<file path="config.mk">
export PLATFORM = sky130hd
export DESIGN_NAME = text_render_pipe_flat
export DESIGN_NICKNAME = d
export VERILOG_FILES = /design/src/rtl/text_render_if.sv /design/src/rtl/text_render_pipe.sv /design/src/flat_wrapper.sv
export SDC_FILE = /design/constraint.sdc
export NUM_CORES = 1
export LEC_CHECK = 0
export BUFFER_PORTS_ARGS = -buffer_cell sky130_fd_sc_hd__buf_2
export CAP_MARGIN = 20
export CORE_MARGIN = 5
export CORE_UTILIZATION = 61
export CTS_BUF_LIST = sky130_fd_sc_hd__clkbuf_4 sky130_fd_sc_hd__clkbuf_8
export DETAILED_ROUTE_END_ITERATION = 6
export PLACE_DENSITY = 0.8
export SLEW_MARGIN = 20
export SYNTH_ARGS = -nofsm -noshare
export SYNTH_HDL_FRONTEND = slang
export SYNTH_SLANG_ARGS = --single-unit
</file>
<file path="constraint.sdc">
create_clock -name clk -period 6.9 [get_ports clk]
set_input_delay 0.345 -clock clk [delete_from_list [all_inputs] [get_ports clk]]
set_output_delay 0.345 -clock clk [all_outputs]
set_load 0.03 [all_outputs]
</file>
<file path="src/rtl/text_render_if.sv">
// Signal bundle between the text-mode front end, font ROM, palette writer and the pixel pipe.
// The pipe takes the slave side; whoever drives cells, ROM rows and palette writes is master.
interface text_render_if #(
  parameter int unsigned GLYPH_W    = 8,
  parameter int unsigned GLYPH_H    = 16,
  parameter int unsigned CHAR_BITS  = 8,
  parameter int unsigned COLOR_BITS = 8,
  parameter int unsigned PAL_IDX    = 4
);
  localparam int unsigned COL_W = (GLYPH_W > 1) ? $clog2(GLYPH_W) : 1;
  localparam int unsigned ROW_W = (GLYPH_H > 1) ? $clog2(GLYPH_H) : 1;

  logic                        hsync;
  logic                        vsync;
  logic                        blank;
  logic [CHAR_BITS-1:0]        caracter;
  logic [2*PAL_IDX:0]          attr;
  logic [COL_W-1:0]            columna;
  logic [ROW_W-1:0]            fila;
  logic                        cursor_en;
  logic                        cursor_hit;
  logic [CHAR_BITS+ROW_W-1:0]  font_addr;
  logic [GLYPH_W-1:0]          caracter_fila;
  logic                        pal_we;
  logic [PAL_IDX-1:0]          pal_addr;
  logic [3*COLOR_BITS-1:0]     pal_wdata;
  logic [COLOR_BITS-1:0]       R_out;
  logic [COLOR_BITS-1:0]       G_out;
  logic [COLOR_BITS-1:0]       B_out;
  logic                        hsync_out;
  logic                        vsync_out;
  logic                        blink_phase;

  modport master (
    output hsync, vsync, blank, caracter, attr, columna, fila, cursor_en, cursor_hit,
    output caracter_fila, pal_we, pal_addr, pal_wdata,
    input  font_addr, R_out, G_out, B_out, hsync_out, vsync_out, blink_phase
  );

  modport slave (
    input  hsync, vsync, blank, caracter, attr, columna, fila, cursor_en, cursor_hit,
    input  caracter_fila, pal_we, pal_addr, pal_wdata,
    output font_addr, R_out, G_out, B_out, hsync_out, vsync_out, blink_phase
  );
endinterface

</file>
<file path="src/rtl/text_render_pipe.sv">
// Three-stage VGA text-mode pixel pipe: font lookup, pixel decision (blink/cursor/blank),
// palette lookup. Syncs ride alongside so they leave aligned with RGB.
module text_render_pipe #(
  parameter int unsigned GLYPH_W      = 8,
  parameter int unsigned GLYPH_H      = 16,
  parameter int unsigned CHAR_BITS    = 8,
  parameter int unsigned COLOR_BITS   = 8,
  parameter int unsigned PAL_IDX      = 4,
  parameter int unsigned BLINK_FRAMES = 30,
  parameter int unsigned CURSOR_ROW   = 14,
  parameter bit          SYNC_IDLE    = 1'b1
) (
  input logic          clk,
  input logic          rst,
  text_render_if.slave bus
);
  localparam int unsigned COL_W    = (GLYPH_W > 1) ? $clog2(GLYPH_W) : 1;
  localparam int unsigned ROW_W    = (GLYPH_H > 1) ? $clog2(GLYPH_H) : 1;
  localparam int unsigned PAL_SIZE = 1 << PAL_IDX;
  localparam int unsigned RGB_W    = 3 * COLOR_BITS;
  localparam int unsigned FRM_W    = (BLINK_FRAMES > 1) ? $clog2(BLINK_FRAMES) : 1;

  // S1
  logic [CHAR_BITS+ROW_W-1:0] font_addr_q;
  logic [2*PAL_IDX:0]         attr_s1;
  logic [COL_W-1:0]           col_s1;
  logic [ROW_W-1:0]           fila_s1;
  logic                       blank_s1, cur_s1, hs_s1, vs_s1;
  // S2
  logic                       blank_s2, hs_s2, vs_s2;
  logic [PAL_IDX-1:0]         idx_s2;
  // S3
  logic [RGB_W-1:0]           rgb_q;
  logic                       hs_q, vs_q;
  // Blink
  logic [FRM_W-1:0]           frame_q;
  logic                       phase_q, vs_prev_q;

  logic [RGB_W-1:0]           pal_q [PAL_SIZE];

  logic                       glyph_bit, pix_bit;
  logic [PAL_IDX-1:0]         idx_d;

  always_comb begin
    glyph_bit = bus.caracter_fila[COL_W'(GLYPH_W - 1) - col_s1];
    pix_bit   = glyph_bit;
    if (attr_s1[2*PAL_IDX] && phase_q) pix_bit = 1'b0;
    // Underline cursor blinks with the global phase, independent of the cell blink attribute.
    if (cur_s1 && !phase_q && (fila_s1 >= ROW_W'(CURSOR_ROW))) pix_bit = ~pix_bit;
    idx_d = pix_bit ? attr_s1[PAL_IDX-1:0] : attr_s1[2*PAL_IDX-1:PAL_IDX];
  end

  always_ff @(posedge clk) begin
    if (rst) begin
      font_addr_q <= '0;
      attr_s1     <= '0;
      col_s1      <= '0;
      fila_s1     <= '0;
      cur_s1      <= 1'b0;
      // Flushed stages read as blanked so nothing but black leaves the pipe after release.
      blank_s1    <= 1'b1;
      blank_s2    <= 1'b1;
      idx_s2      <= '0;
      hs_s1       <= SYNC_IDLE;
      vs_s1       <= SYNC_IDLE;
      hs_s2       <= SYNC_IDLE;
      vs_s2       <= SYNC_IDLE;
      hs_q        <= SYNC_IDLE;
      vs_q        <= SYNC_IDLE;
      rgb_q       <= '0;
    end else begin
      font_addr_q <= {bus.caracter, bus.fila};
      attr_s1     <= bus.attr;
      col_s1      <= bus.columna;
      fila_s1     <= bus.fila;
      blank_s1    <= bus.blank;
      cur_s1      <= bus.cursor_hit & bus.cursor_en;
      hs_s1       <= bus.hsync;
      vs_s1       <= bus.vsync;
      blank_s2    <= blank_s1;
      idx_s2      <= idx_d;
      hs_s2       <= hs_s1;
      vs_s2       <= vs_s1;
      rgb_q       <= blank_s2 ? '0 : pal_q[idx_s2];
      hs_q        <= hs_s2;
      vs_q        <= vs_s2;
    end
  end

  // Lookup and write share an edge, so a same-cycle read of the written entry sees the old value.
  always_ff @(posedge clk) begin
    if (rst) begin
      for (int i = 0; i < int'(PAL_SIZE); i++) begin
        pal_q[i] <= (i == 0) ? '0 : '1;
      end
    end else if (bus.pal_we) begin
      pal_q[bus.pal_addr] <= bus.pal_wdata;
    end
  end

  always_ff @(posedge clk) begin
    vs_prev_q <= bus.vsync;
    if (rst) begin
      frame_q <= '0;
      phase_q <= 1'b0;
    end else if (bus.vsync && !vs_prev_q) begin
      if (frame_q == FRM_W'(BLINK_FRAMES - 1)) begin
        frame_q <= '0;
        phase_q <= ~phase_q;
      end else begin
        frame_q <= frame_q + 1'b1;
      end
    end
  end

  assign bus.font_addr   = font_addr_q;
  assign bus.R_out       = rgb_q[3*COLOR_BITS-1:2*COLOR_BITS];
  assign bus.G_out       = rgb_q[2*COLOR_BITS-1:COLOR_BITS];
  assign bus.B_out       = rgb_q[COLOR_BITS-1:0];
  assign bus.hsync_out   = hs_q;
  assign bus.vsync_out   = vs_q;
  assign bus.blink_phase = phase_q;
endmodule

</file>
<file path="src/flat_wrapper.sv">
// flat-port wrapper written by rule: the top's interface ports become plain ports
module text_render_pipe_flat 
#(
  parameter int unsigned GLYPH_W      = 8,
  parameter int unsigned GLYPH_H      = 16,
  parameter int unsigned CHAR_BITS    = 8,
  parameter int unsigned COLOR_BITS   = 8,
  parameter int unsigned PAL_IDX      = 4,
  parameter int unsigned BLINK_FRAMES = 30,
  parameter int unsigned CURSOR_ROW   = 14,
  parameter bit          SYNC_IDLE    = 1'b1
)
  (clk, rst, bus_hsync, bus_vsync, bus_blank, bus_caracter, bus_attr, bus_columna, bus_fila, bus_cursor_en, bus_cursor_hit, bus_caracter_fila, bus_pal_we, bus_pal_addr, bus_pal_wdata, bus_font_addr, bus_R_out, bus_G_out, bus_B_out, bus_hsync_out, bus_vsync_out, bus_blink_phase);
  text_render_if #(.GLYPH_W(GLYPH_W), .GLYPH_H(GLYPH_H), .CHAR_BITS(CHAR_BITS), .COLOR_BITS(COLOR_BITS), .PAL_IDX(PAL_IDX)) bus_i ();
  input logic clk;
  input logic rst;
  input wire logic [$bits(bus_i.hsync)-1:0] bus_hsync;
  input wire logic [$bits(bus_i.vsync)-1:0] bus_vsync;
  input wire logic [$bits(bus_i.blank)-1:0] bus_blank;
  input wire logic [$bits(bus_i.caracter)-1:0] bus_caracter;
  input wire logic [$bits(bus_i.attr)-1:0] bus_attr;
  input wire logic [$bits(bus_i.columna)-1:0] bus_columna;
  input wire logic [$bits(bus_i.fila)-1:0] bus_fila;
  input wire logic [$bits(bus_i.cursor_en)-1:0] bus_cursor_en;
  input wire logic [$bits(bus_i.cursor_hit)-1:0] bus_cursor_hit;
  input wire logic [$bits(bus_i.caracter_fila)-1:0] bus_caracter_fila;
  input wire logic [$bits(bus_i.pal_we)-1:0] bus_pal_we;
  input wire logic [$bits(bus_i.pal_addr)-1:0] bus_pal_addr;
  input wire logic [$bits(bus_i.pal_wdata)-1:0] bus_pal_wdata;
  output wire logic [$bits(bus_i.font_addr)-1:0] bus_font_addr;
  output wire logic [$bits(bus_i.R_out)-1:0] bus_R_out;
  output wire logic [$bits(bus_i.G_out)-1:0] bus_G_out;
  output wire logic [$bits(bus_i.B_out)-1:0] bus_B_out;
  output wire logic [$bits(bus_i.hsync_out)-1:0] bus_hsync_out;
  output wire logic [$bits(bus_i.vsync_out)-1:0] bus_vsync_out;
  output wire logic [$bits(bus_i.blink_phase)-1:0] bus_blink_phase;
  assign bus_i.hsync = bus_hsync;
  assign bus_i.vsync = bus_vsync;
  assign bus_i.blank = bus_blank;
  assign bus_i.caracter = bus_caracter;
  assign bus_i.attr = bus_attr;
  assign bus_i.columna = bus_columna;
  assign bus_i.fila = bus_fila;
  assign bus_i.cursor_en = bus_cursor_en;
  assign bus_i.cursor_hit = bus_cursor_hit;
  assign bus_i.caracter_fila = bus_caracter_fila;
  assign bus_i.pal_we = bus_pal_we;
  assign bus_i.pal_addr = bus_pal_addr;
  assign bus_i.pal_wdata = bus_pal_wdata;
  assign bus_font_addr = bus_i.font_addr;
  assign bus_R_out = bus_i.R_out;
  assign bus_G_out = bus_i.G_out;
  assign bus_B_out = bus_i.B_out;
  assign bus_hsync_out = bus_i.hsync_out;
  assign bus_vsync_out = bus_i.vsync_out;
  assign bus_blink_phase = bus_i.blink_phase;
  text_render_pipe #(.GLYPH_W(GLYPH_W), .GLYPH_H(GLYPH_H), .CHAR_BITS(CHAR_BITS), .COLOR_BITS(COLOR_BITS), .PAL_IDX(PAL_IDX), .BLINK_FRAMES(BLINK_FRAMES), .CURSOR_ROW(CURSOR_ROW), .SYNC_IDLE(SYNC_IDLE)) u_core (.clk(clk), .rst(rst), .bus(bus_i));
endmodule
</file>
==> summary.md, run 1 <==
| Metric | Value |
|---|---|
| Vias | 10800 |
| Hold-critical path depth | 2 |
| Area of the multi-input gates | 6080 µm² |
| Peak supply drop | 222 µV |
| CTS Sinks | 452 |
| Worst-Skew Late Latency | 0.60 ns |
| Crit-path max cell delay | 0.78 ns |
| Pins over their slew limit | 0 |
| Place WS | 3.27 ns |
| Maxcap violations | 0 |
| Wire per inst | 25.3 µm |
| Outcome | completed |
| Post-CTS Setup Inserts | 0 |
| Full die area | 35400 µm² |
| I/O Buffers | 106 |
| Placer Congestion | 0.804 |
| Count leader, synth | edfxtp_1 |
| Vias per inst | 6.02 |
| Leak pwr | 7.39 nW |
| Netlist cell types | 33 |
| DRT antenna net count | 0 |
| Top cells by area, synth | edfxtp_1 (60%), mux4_2 (14%), or2_2 (7.4%) |
| CP Capture Type | register |
| Crit start category | register |
| Mapped cell area | 19400 µm² |
| Max-slew headroom | 26.6% |
| CTS max path bufs | 3 |
| Row count | 65 |
| Worst Hold Path EP | u_core.pal_q[13][5] |
| RSZ-0062 raised after global routing | no |
| Worst path cell trace | buf_4 > mux4_2 > mux4_2 > nor2b_1 |
| Final worst slack | 3.99 ns |
| Share of cells above drive strength 1 | 44.8% |
| Initial antenna violation count | 1 |
| Clk pin slew, worst setup/hold paths | 0.06 ns |
| Initial core utilization | 61.6% |
| H-Tree Depth | 3 |
| Least-Margin Pin Slew | 1.10 ns |
| Ys Warns | 0 |
| Root Driver | clkbuf_8 |
| Worst reg2reg path depth | 4 |
| #FFs+latches synth | 452 |
| Fin crit share | 42.1% |
| FF-to-FF Start | u_core.idx_s2[0] |
| Worst-path fanout max | 41 |
| Hold Crit Start | bus_pal_wdata[5] |
| Yosys top cell area share | 59.5% |
| Resize count post-CTS | 0 |
| Filler cell count | 1954 |
| Nets | 1403 |
| Async SR Flop Fraction | 0% |
| Clk_skew | 0.0253 ns |
| Reg2reg setup slack | 3.99 ns |
| CTS tree | done |
| Min Tclk post-route | 2.91 ns |
| Crit path max-delay cell type | buf_4 |
| Sequential cell area | 12900 µm² |
| Drt drc | 0 |
| Total CTS buffers | 71 |
| Min-Delay Path Class | input pin to register |
| Area leader, netlist | edfxtp_1 |
| Vias in the first global route | 11700 |
| Register area share after synthesis | 66.6% |
| Hold_buf cts | 29 |
| Worst endpoint data arrival time | 3.35 ns |
| Global-route usage over all layers | 26.3% |
| # diodes | 0 |
| Crit Path Class | register to register |
| Final setup fails | 0 |
| Req. time, crit path | 7.34 ns |
| R2r endpoint | u_core.rgb_q[8] |
| Setup TNS | 0 ns |
| Final Hold Fails | 0 |
| Final WL | 45.3 mm |
| Chip Width | 188 µm |
| Post-synth top flop | edfxtp_1 |
| Hpwl dp | 24.7 mm |
| Pwr per Cell Area | 269 nW/µm² |
| Most frequent cell on the critical path | mux4_2 |
| Highest Clock Rate | 0.344 GHz |
| First-pass DRT Iterations | 7 |
| Area Growth Syn to Fin | 13.5% |
| Net Count, Synth | 1269 |
| Post-synth EDFFs | 384 |
| Post-synthesis average cell area | 16.2 µm² |
| Global-route wire length before repair | 69.9 mm |
| Grt ovf | 0 |
| Top post-synthesis cells by count | edfxtp_1 (384), or2_2 (229), mux4_2 (121) |
| Largest net degree at the start of global routing | 71 |
| Initial DRC Count | 1249 |
| Mapped Cells | 1199 |
| CORE AREA | 31500 µm² |
| Die Y-Extent | 188 µm |
| IO Pins | 107 |
==> worst max-delay path by stage <==
stage	from	depth (start not counted)	end	slack [ns]
final	u_core.idx_s2[0]	4	u_core.rgb_q[8]	3.99
after global routing	u_core.idx_s2[0]	4	u_core.rgb_q[8]	3.75
after CTS	u_core.idx_s2[0]	4	u_core.rgb_q[8]	3.87
after detailed placement	rst	6	u_core.pal_q[12][17]	3.27
after global placement	rst	6	u_core.pal_q[12][15]	3.41
after floorplan	rst	4	u_core.pal_q[3][0]	4.08
==> power by group <==
group          internal (mW)  leakage [nW]  switching [mW]
Combinational          0.219          2.20           0.238
Clock                   1.25         0.780            1.05
Sequential              3.11          4.41          0.0599
Total                   4.57          7.39            1.35
==> registers in the layout, summed over array words and instances, names as in the netlist, 3 cells and up <==
register,count
u_core.idx_s2,4
u_core.rgb_q,24
u_core.col_s1,3
u_core.pal_q,384
u_core.frame_q,5
u_core.attr_s1,9
u_core.fila_s1,3
u_core.bus.font_addr,9
==> per-stage QoR <==
stage | std cells | hold WS [ns] | area (µm²) | utilization (%) | total power [mW]
after floorplan | 1199 | 0.373 | 19400 | - | 3.51
after global placement | 1633 | 0.395 | 20200 | 64.3 | 3.65
after detailed placement | 1633 | 0.397 | 20200 | 64.3 | 3.67
after CTS | 1794 | 0.140 | 22000 | 69.8 | 5.95
after global routing | 1794 | 0.195 | 22000 | 69.8 | 6.12
final | 1794 | 0.184 | 22000 | 69.8 | 5.92
==> kinds of logic after synthesis <==
| group | Yosys count | share of synthesized area, % |
|---|---|---|
| compound gates | 5 | 0.194 |
| xor+xnor | 5 | 0.226 |
| fa+ha+maj | 2 | 0.129 |
| buf+inv | 103 | 2.25 |
| flops | 452 | 66.6 |
| mux | 130 | 14.6 |
| simple gates | 502 | 16.1 |
==> metal layers <==
metal / wire (µm) / vias to the layer above / global-route usage, %
li1: - / 4694 / -
met1: 17300 / 5472 / 35.0
met2: 22900 / 545 / 44.0
met3: 4000 / 91 / 5.71
met4: 1080 / 2 / 8.30
met5: 7 / - / 0
==> cell usage in the layout, fill, tap and decap left out, drive strengths merged <==
| cell | count |
|---|---|
| dlygate4sd3 | 29 |
| nor2 | 9 |
| a21o | 1 |
| and3 | 26 |
| and2 | 1 |
| nor4b | 1 |
| ha | 2 |
| or4b | 1 |
| o21a | 1 |
| clkinvlp | 2 |
| xor2 | 3 |
| nand2 | 12 |
| xnor2 | 2 |
| nand4 | 3 |
| inv | 5 |
| nand4b | 1 |
| edfxtp | 384 |
| and4 | 1 |
| mux4 | 121 |
| or2 | 230 |
| a211oi | 1 |
| dfxtp | 68 |
| or3 | 48 |
| buf | 134 |
| and4bb | 2 |
| mux2i | 9 |
| o21bai | 2 |
| clkbuf | 111 |
| clkinv | 15 |
| nand2b | 114 |
| nor2b | 53 |
==> cell type report <==
class / count / area share (%)
clock buffer: 111 / 6.10
clock inverter: 21 / 0.535
inverter: 1 / 0.0171
multi-input combinational: 644 / 27.7
sequential: 452 / 58.7
tap: 402 / 2.29
timing repair buffer: 163 / 4.69
==> worst max-delay path: cells and delay by family (launching register included) <==
family / cells / cell delay (ns)
multiplexers: 2 / 1.11
flip-flops: 1 / 0.70
buffers and inverters: 1 / 0.78
AND/OR/NAND/NOR: 1 / 0.14
Note: power is estimated with default switching activity, not from simulation.
==> inputs of run 2 (changes only) <==
--- a/config.mk
+++ b/config.mk
@@ -5,13 +5,14 @@
 export SDC_FILE = /design/constraint.sdc
 export NUM_CORES = 1
 export LEC_CHECK = 0
+export ABC_AREA = 1
 export BUFFER_PORTS_ARGS = -buffer_cell sky130_fd_sc_hd__buf_2
 export CAP_MARGIN = 20
 export CORE_MARGIN = 5
-export CORE_UTILIZATION = 61
+export CORE_UTILIZATION = 57
 export CTS_BUF_LIST = sky130_fd_sc_hd__clkbuf_4 sky130_fd_sc_hd__clkbuf_8
 export DETAILED_ROUTE_END_ITERATION = 6
-export PLACE_DENSITY = 0.8
+export PLACE_DENSITY = 0.78
 export SLEW_MARGIN = 20
 export SYNTH_ARGS = -nofsm -noshare
 export SYNTH_HDL_FRONTEND = slang
==> constraint.sdc (replaced) <==
create_clock -name clk -period 2.36 [get_ports clk]
set_input_delay 0.118 -clock clk [delete_from_list [all_inputs] [get_ports clk]]
set_output_delay 0.118 -clock clk [all_outputs]
set_load 0.03 [all_outputs]
==> run 2 against run 1 <==
Hold slack worse by 0.14 ns; maximum frequency is 55% higher; via count is 37% higher; sequential power grew to 2.9 times the previous value; cell area is 1.7% higher; flip-flop and latch count stayed put; setup slack worse by 3.5 ns; global-route usage is 2.6 points higher; final cell count is 40% higher; register-to-register slack worse by 3.5 ns; critical path depth is 3 higher; largest power group unchanged.
==> summary.md, run 2 <==
| Metric | Value |
|---|---|
| Highest Clock Rate | 0.533 GHz (+55%) |
| Async SR Flop Fraction | 0% (unchanged) |
| Multiplexer area fraction after synthesis | 0% (-15 points) |
| Mapped cell area | 19100 µm² (-1.3%) |
| H-Tree Depth | 3 (unchanged) |
| P_sw | 4.54 mW (+240%) |
| Post-synth top flop | edfxtp_1 |
| Req. time, crit path | 2.86 ns (-4.48 ns) |
| Row count | 67 (+3.1%) |
| Resize count post-CTS | 0 (unchanged) |
| Chip Width | 193 µm (+2.6%) |
| Grt ovf | 0 (unchanged) |
| Hold_buf cts | 49 (+69%) |
| Cell family with most CP delay | flip-flops |
| # diodes | 0 (unchanged) |
| Crit path depth | 7 (+3) |
| Initial antenna violation count | 0 (-1) |
| Initial DRC Count | 2040 (+63%) |
| Comb pwr share | 10.3% (+2.6 points) |
| Wire per inst | 21.3 µm (-16%) |
| Register area share after synthesis | 67.4% (+0.89 points) |
| Max-slew headroom | 46.1% (+20 points) |
| Worst hold slack | 0.0481 ns (-0.136 ns) |
| Post-synthesis average cell area | 10.3 µm² (-36%) |
| Leak pwr | 8.08 nW (+9.3%) |
| Hpwl dp | 29.4 mm (+19%) |
| Fin crit share | 79.5% (+37 points) |
| Final setup fails | 0 (unchanged) |
| Area Growth Syn to Fin | 17.0% |
| CTS Sinks | 452 (unchanged) |
| Compound-Gate Fraction of Synth Area | 10.5% (+10 points) |
| Largest net degree at the start of global routing | 141 (+99%) |
| Least-Margin Pin Slew | 0.808 ns (-0.293 ns) |
| CORE AREA | 33300 µm² (+5.7%) |
| Worst-Skew Late Latency | 0.62 ns (+0.02 ns) |
| Outcome | completed |
| CP Capture Type | register |
| Clk_skew | 0.0201 ns (-0.00517 ns) |
| Min Tclk post-route | 1.88 ns (-1.03 ns) |
| Final Hold Fails | 0 (unchanged) |
| Mapped Cells | 1849 (+54%) |
| Net Count, Synth | 1919 (+51%) |
| WP buf/inv | 1 (unchanged) |
| Sw Share | 25.0% (+2.3 points) |
| Crit-path max cell delay | 0.53 ns (-0.25 ns) |
| Post-synth EDFFs | 384 (unchanged) |
| Dpl cell area | 20300 µm² (+0.56%) |
| Flop pwr share | 50.9% (-2.6 points) |
| Root Driver | clkbuf_8 |
| Yosys top cell area share | 60.3% (+0.79 points) |
| Initial core utilization | 57.4% (-4.1 points) |
| Post-Synth Adder-Cell Area | 0.131% (+0.0017 points) |
| Internal power | 13.6 mW (+200%) |
| Hold-critical path depth | 3 (+1) |
| Clock Power Share | 38.8% (about the same) |
| Count leader, synth | nand2_1 |
| Share of cells above drive strength 1 | 16.9% (-28 points) |
| Final WL | 53.4 mm (+18%) |
| Pins over their slew limit | 0 (unchanged) |
| Most common cell after layout, fill and taps aside | nand2_1 |
| Worst reg2reg path depth | 7 (+3) |
| Vias in the first global route | 14700 (+26%) |
| Synth Area in Simple Gates | 16.7% (+0.59 points) |
| Commonest non-fill, non-tap cells in the layout | nand2_1 (396), edfxtp_1 (384), nor2_1 (354), o21ai_0 (127), buf_2 (106) |
| Design area | 22400 µm² (+1.7%) |
| DRT antenna net count | 0 (unchanged) |
| Maxcap violations | 0 (unchanged) |
| Area leader, netlist | edfxtp_1 |
| Filler cell count | 2384 (+22%) |
| Crit path max-delay cell type | dfxtp_4 |
| Final Total Pwr | 18.2 mW (+210%) |
| Vias per inst | 5.88 (-2.3%) |
| Pwr per Cell Area | 812 nW/µm² (+200%) |
| Full die area | 37300 µm² (+5.3%) |
| Top post-synthesis cells by count | nand2_1 (396), edfxtp_1 (384), nor2_1 (361) |
| Die Y-Extent | 193 µm (+2.6%) |
| Total CTS buffers | 73 (+2.8%) |
| Worst-path fanout max | 35 (-15%) |
| Vias | 14800 (+37%) |
| Clk pin slew, worst setup/hold paths | 0.07 ns (about the same) |
| #FFs+latches synth | 452 (unchanged) |
| Top cells by area, synth | edfxtp_1 (60%), nand2_1 (7.8%), dfxtp_1 (7.1%) |
| Crit start category | register |
| Worst path cell trace | buf_4 > nor2_1 > nor2_1 > o21ai_1 > o211ai_1 > nand3_1 > a21oi_1 |
| Peak supply drop | 562 µV (+150%) |
| I/O Buffers | 106 (unchanged) |
| RSZ-0062 raised after global routing | no |
| Netlist cell types | 28 (-15%) |
| Min-Delay Path Class | input pin to register |
| Most frequent cell on the critical path | nor2_1 |
| Drt drc | 0 (unchanged) |
| Crit Path Class | register to register |
| CTS tree | done |
| First-pass DRT Iterations | 6 (-1) |
| Max reg flops | 384 (unchanged) |
| Post-Synth XOR/XNOR Area | 0.137% (-0.089 points) |
| Global-route wire length before repair | 81.7 mm (+17%) |
| Nets | 2077 (+48%) |
| Global-route usage over all layers | 28.9% (+2.6 points) |
| Placer Congestion | 0.838 (+4.3%) |
| Worst endpoint data arrival time | 2.38 ns (-0.97 ns) |
| Largest registers | u_core.pal_q: 384 flops, u_core.rgb_q: 24 flops |
| IO Pins | 107 (unchanged) |
| Ys Warns | 0 (unchanged) |
| CTS max path bufs | 3 (unchanged) |
| Post-CTS Setup Inserts | 0 (unchanged) |
| Largest Register | u_core.pal_q |
| Main combinational cell family by area after synthesis | simple AND/OR/NAND/NOR gates |
==> run 2: cell count changes after synthesis, moves of 73 or more <==
cell,delta
mux4_2,-121
or2_2,-221
nor2_1,+352
o211ai_1,+92
o21ai_1,+88
nand2_1,+384
o21ai_0,+142
nand2b_1,-114
inv_1,+73
==> run 2: cells by family after synthesis <==
family / after synthesis
adders and majority gates: 2
DFF: 452
xor gates and xnor gates: 3
buffers and inverters: 220
and+or+nand+nor: 820
AOI/OAI and AO/OA: 352
==> run 2: routing by layer <==
| metal | wire (µm) | up-vias | track usage [%] |
|---|---|---|---|
| met5 | 0 | - | 0 |
| met1 | 19200 | 7002 | 37.8 |
| met2 | 25600 | 1014 | 46.5 |
| met4 | 2020 | 0 | 13.1 |
| met3 | 6690 | 169 | 6.81 |
| li1 | - | 6604 | - |
==> run 2: layout make-up <==
cell class,count,area [µm²],share of cell area [%]
multi-input cells,1177,5330,23.8
flip-flops and latches,452,12900,57.7
well taps,448,561,2.51
inverters,78,298,1.33
repair buffers,225,1750,7.81
clock buffers,113,1340,5.98
clock inverters,21,191,0.856
==> run 2: power groups by stage <==
| stage | clock network [mW] | logic (mW) | registers [mW] |
|---|---|---|---|
| 2_1_floorplan | 0 | 1.12 | 9.40 |
| 3_3_place_gp | 0 | 1.71 | 9.39 |
| 3_5_place_dp | 0 | 1.76 | 9.40 |
| 4_1_cts | 7.07 | 1.83 | 9.24 |
| 5_1_grt | 7.46 | 2.03 | 9.28 |
| 6_report | 7.04 | 1.88 | 9.25 |
==> run 2: per-stage QoR <==
step	setup WS (ns)	setup TNS [ns]	std cells	utilization, %
global placement	0.620	0	2331	61.1
global route	0.403	0	2514	67.2
finish	0.484	0	2514	67.2
CTS	0.565	0	2514	67.2
floorplan	-0.328	-62.95	1849	-
detailed placement	0.593	0	2331	61.1
==> run 2: tightest hold or removal path: cells and delay by family <==
| family | cells | cell delay (ns) |
|---|---|---|
| AND/OR/NAND/NOR | 1 | 0.14 |
| buffers and inverters | 2 | 0.30 |
==> run 2: path summary, 6_finish.rpt <==
kind | slack [ns] | end | from
worst max register to register | 0.48 | u_core.rgb_q[2] | u_core.idx_s2[0]
worst min-delay path | 0.05 | u_core.pal_q[14][17] | bus_pal_wdata[17]
worst max-delay path | 0.48 | u_core.rgb_q[2] | u_core.idx_s2[0]
worst min register to register | 0.42 | u_core.bus.hsync_out | u_core.hs_s2
==> inputs of run 3 (changes only) <==
--- a/config.mk
+++ b/config.mk
@@ -9,10 +9,10 @@
 export BUFFER_PORTS_ARGS = -buffer_cell sky130_fd_sc_hd__buf_2
 export CAP_MARGIN = 20
 export CORE_MARGIN = 5
-export CORE_UTILIZATION = 57
+export CORE_UTILIZATION = 61
 export CTS_BUF_LIST = sky130_fd_sc_hd__clkbuf_4 sky130_fd_sc_hd__clkbuf_8
 export DETAILED_ROUTE_END_ITERATION = 6
-export PLACE_DENSITY = 0.78
+export PLACE_DENSITY = 0.8
 export SLEW_MARGIN = 20
 export SYNTH_ARGS = -nofsm -noshare
 export SYNTH_HDL_FRONTEND = slang
==> constraint.sdc (replaced) <==
create_clock -name clk -period 1.94 [get_ports clk]
set_input_delay 0.097 -clock clk [delete_from_list [all_inputs] [get_ports clk]]
set_output_delay 0.097 -clock clk [all_outputs]
set_load 0.03 [all_outputs]
==> run 3 against run 2 <==
Critical path depth fell by 2; critical endpoint is now u_core.rgb_q[6]; sequential power rose by 21%; first-iteration DRC count rose by 1.5%; count of clock-buffer cells in the layout rose by 8; wire length rose by 2.1%; cell area rose by 0.35%.
==> summary.md, run 3 (synthesis gave the netlist of run 2 again) <==
| Metric | Value |
|---|---|
| Row count | 64 (-4.5%) |
| Pins over their slew limit | 0 (unchanged) |
| Full die area | 35000 µm² (-6.2%) |
| Area Growth Syn to Fin | 17.4% |
| Root Driver | clkbuf_8 |
| R2r endpoint | u_core.rgb_q[6] |
| CTS Sinks | 452 (unchanged) |
| CTS max path bufs | 3 (unchanged) |
| Drt drc | 0 (unchanged) |
| Post-CTS Setup Inserts | 0 (unchanged) |
| Max-slew headroom | 44.6% (-1.5 points) |
| Pwr per Cell Area | 985 nW/µm² (+21%) |
| CORE AREA | 30700 µm² (-7.6%) |
| Clk pin slew, worst setup/hold paths | 0.06 ns (about the same) |
| RSZ-0062 raised after global routing | no |
| CTS tree | done |
| CP Capture Type | register |
| Cell family with most CP delay | compound AO/OA/AOI/OAI gates |
| Req. time, crit path | 2.43 ns (-0.43 ns) |
| Design area | 22400 µm² (+0.35%) |
| Placed Cells incl. Taps | 2279 (-2.2%) |
| Initial antenna violation count | 0 (unchanged) |
| Global-route wire length before repair | 84.6 mm (+3.6%) |
| H-Tree Depth | 3 (unchanged) |
| Sequential cell area | 12900 µm² (unchanged) |
| Total CTS buffers | 73 (unchanged) |
| Filler cell count | 2045 (-14%) |
| DRT antenna net count | 0 (unchanged) |
| Clk_skew | 0.0184 ns (-0.00176 ns) |
| Final worst slack | 0.181 ns (-0.303 ns) |
| Resize count post-CTS | 0 (unchanged) |
| Area of the multi-input gates | 5330 µm² (unchanged) |
| Share of cells above drive strength 1 | 17.0% (+0.065 points) |
| Nets | 2076 (-0.048%) |
| Final WL | 54.5 mm (+2.1%) |
| Worst Hold Path EP | u_core.pal_q[9][5] |
| Worst endpoint data arrival time | 2.25 ns (-0.13 ns) |
| Hold_buf cts | 48 (-2.0%) |
| Final std cells w/o fill | 2460 (-2.1%) |
| Largest Register | u_core.pal_q |
| Vias per inst | 6.14 (+4.4%) |
| Worst-Skew Late Latency | 0.58 ns (-0.04 ns) |
| Dpl cell area | 20400 µm² (+0.36%) |
| Initial DRC Count | 2070 (+1.5%) |
| Final Hold Fails | 0 (unchanged) |
| Worst reg2reg path depth | 5 (-2) |
| Die Y-Extent | 187 µm (-3.2%) |
| Reg2reg setup slack | 0.18 ns (-0.30 ns) |
| Peak supply drop | 641 µV (+14%) |
| Chip Width | 187 µm (-3.2%) |
| Fin crit share | 90.7% (+11 points) |
| Min-Delay Path Class | input pin to register |
| Final setup fails | 0 (unchanged) |
| Largest registers | u_core.pal_q: 384 flops, u_core.rgb_q: 24 flops |
| Leak pwr | 8.14 nW (+0.78%) |
| Placer Congestion | 0.849 (+1.2%) |
| Vias in the first global route | 15500 (+5.5%) |
| FF-to-FF Start | u_core.idx_s2[1] |
| WP buf/inv | 1 (unchanged) |
| Crit-path max cell delay | 0.46 ns (-0.07 ns) |
| Hpwl dp | 29.7 mm (+1.1%) |
| # diodes | 0 (unchanged) |
| Initial core utilization | 62.2% (+4.7 points) |
| Grt ovf | 0 (unchanged) |
| Outcome | completed |
| Hold Crit Start | bus_pal_wdata[5] |
| Maxcap violations | 0 (unchanged) |
| Least-Margin Pin Slew | 0.831 ns (+0.0230 ns) |
| Commonest non-fill, non-tap cells in the layout | nand2_1 (396), edfxtp_1 (384), nor2_1 (354), o21ai_0 (127), buf_2 (106) |
| First-pass DRT Iterations | 6 (unchanged) |
| Crit start category | register |
| IO Pins | 107 (unchanged) |
| Hold-critical path depth | 3 (unchanged) |
| Most common cell after layout, fill and taps aside | nand2_1 |
| Worst path cell trace | buf_4 > o21ai_0 > o211ai_1 > nand3_1 > a21oi_1 |
| Max reg flops | 384 (unchanged) |
| Worst-path fanout max | 48 (+37%) |
| Largest net degree at the start of global routing | 76 (-46%) |
| Min Tclk post-route | 1.76 ns (-0.117 ns) |
| Place WS | 0.307 ns (-0.285 ns) |
| I/O Buffers | 106 (unchanged) |
| Wire per inst | 22.2 µm (+4.3%) |
| Crit Path Class | register to register |
| Global-route usage over all layers | 30.8% (+1.9 points) |
| Crit path max-delay cell type | buf_4 |
| Vias | 15100 (+2.2%) |
| Highest Clock Rate | 0.568 GHz (+6.6%) |
## run 3: per-layer routing
metal,wire length [µm],global-route usage (%),share of wire [%]
met3,6930,7.02,13
met1,18600,39.1,34
met5,0,0,0
met4,2840,15.7,5.2
met2,26200,50.3,48
## run 3: final cells by class
type                            instances  area share (%)
Timing Repair Buffer                  224            8.35
Tap cell                              396            2.21
Sequential cell                       452            57.5
Inverter                               78            1.33
Multi-Input combinational cell       1177            23.7
Clock inverter                         12           0.374
Clock buffer                          121            6.50
## run 3: how the worst max path moves through the flow
stage                           startpoint                  end  slack, ns  cells after the start
final                     u_core.idx_s2[1]      u_core.rgb_q[6]       0.18                      5
after global routing      u_core.col_s1[0]     u_core.idx_s2[1]       0.06                     10
after detailed placement  u_core.idx_s2[0]     u_core.rgb_q[19]       0.31                      6
after global placement    u_core.idx_s2[0]     u_core.rgb_q[19]       0.35                      6
after floorplan                        rst  u_core.pal_q[12][0]      -0.09                      5
after CTS                 u_core.idx_s2[1]      u_core.rgb_q[6]       0.24                      5
## run 3: worst min-delay path, delay by kind of cell
family	cells	cell delay [ns]
buffers and inverters	2	0.27
AND/OR/NAND/NOR	1	0.14
## run 3: metrics by stage
stage               utilization, %  hold slack, ns  power (mW)  TNS (ns)
floorplan                        -           0.125        12.8    -21.21
global placement              66.4           0.218        13.5         0
detailed placement            66.4           0.218        13.6         0
CTS                           73.0         0.00456        22.0         0
global route                  73.0          0.0405        22.8         0
finish                        73.0          0.0320        22.1         0
## run 3: where the power goes
group,internal (mW),leakage [nW],total [mW],switching [mW]
Combinational,0.737,2.91,2.35,1.61
Sequential,11.1,4.41,11.2,0.179
Clock,4.87,0.822,8.51,3.64
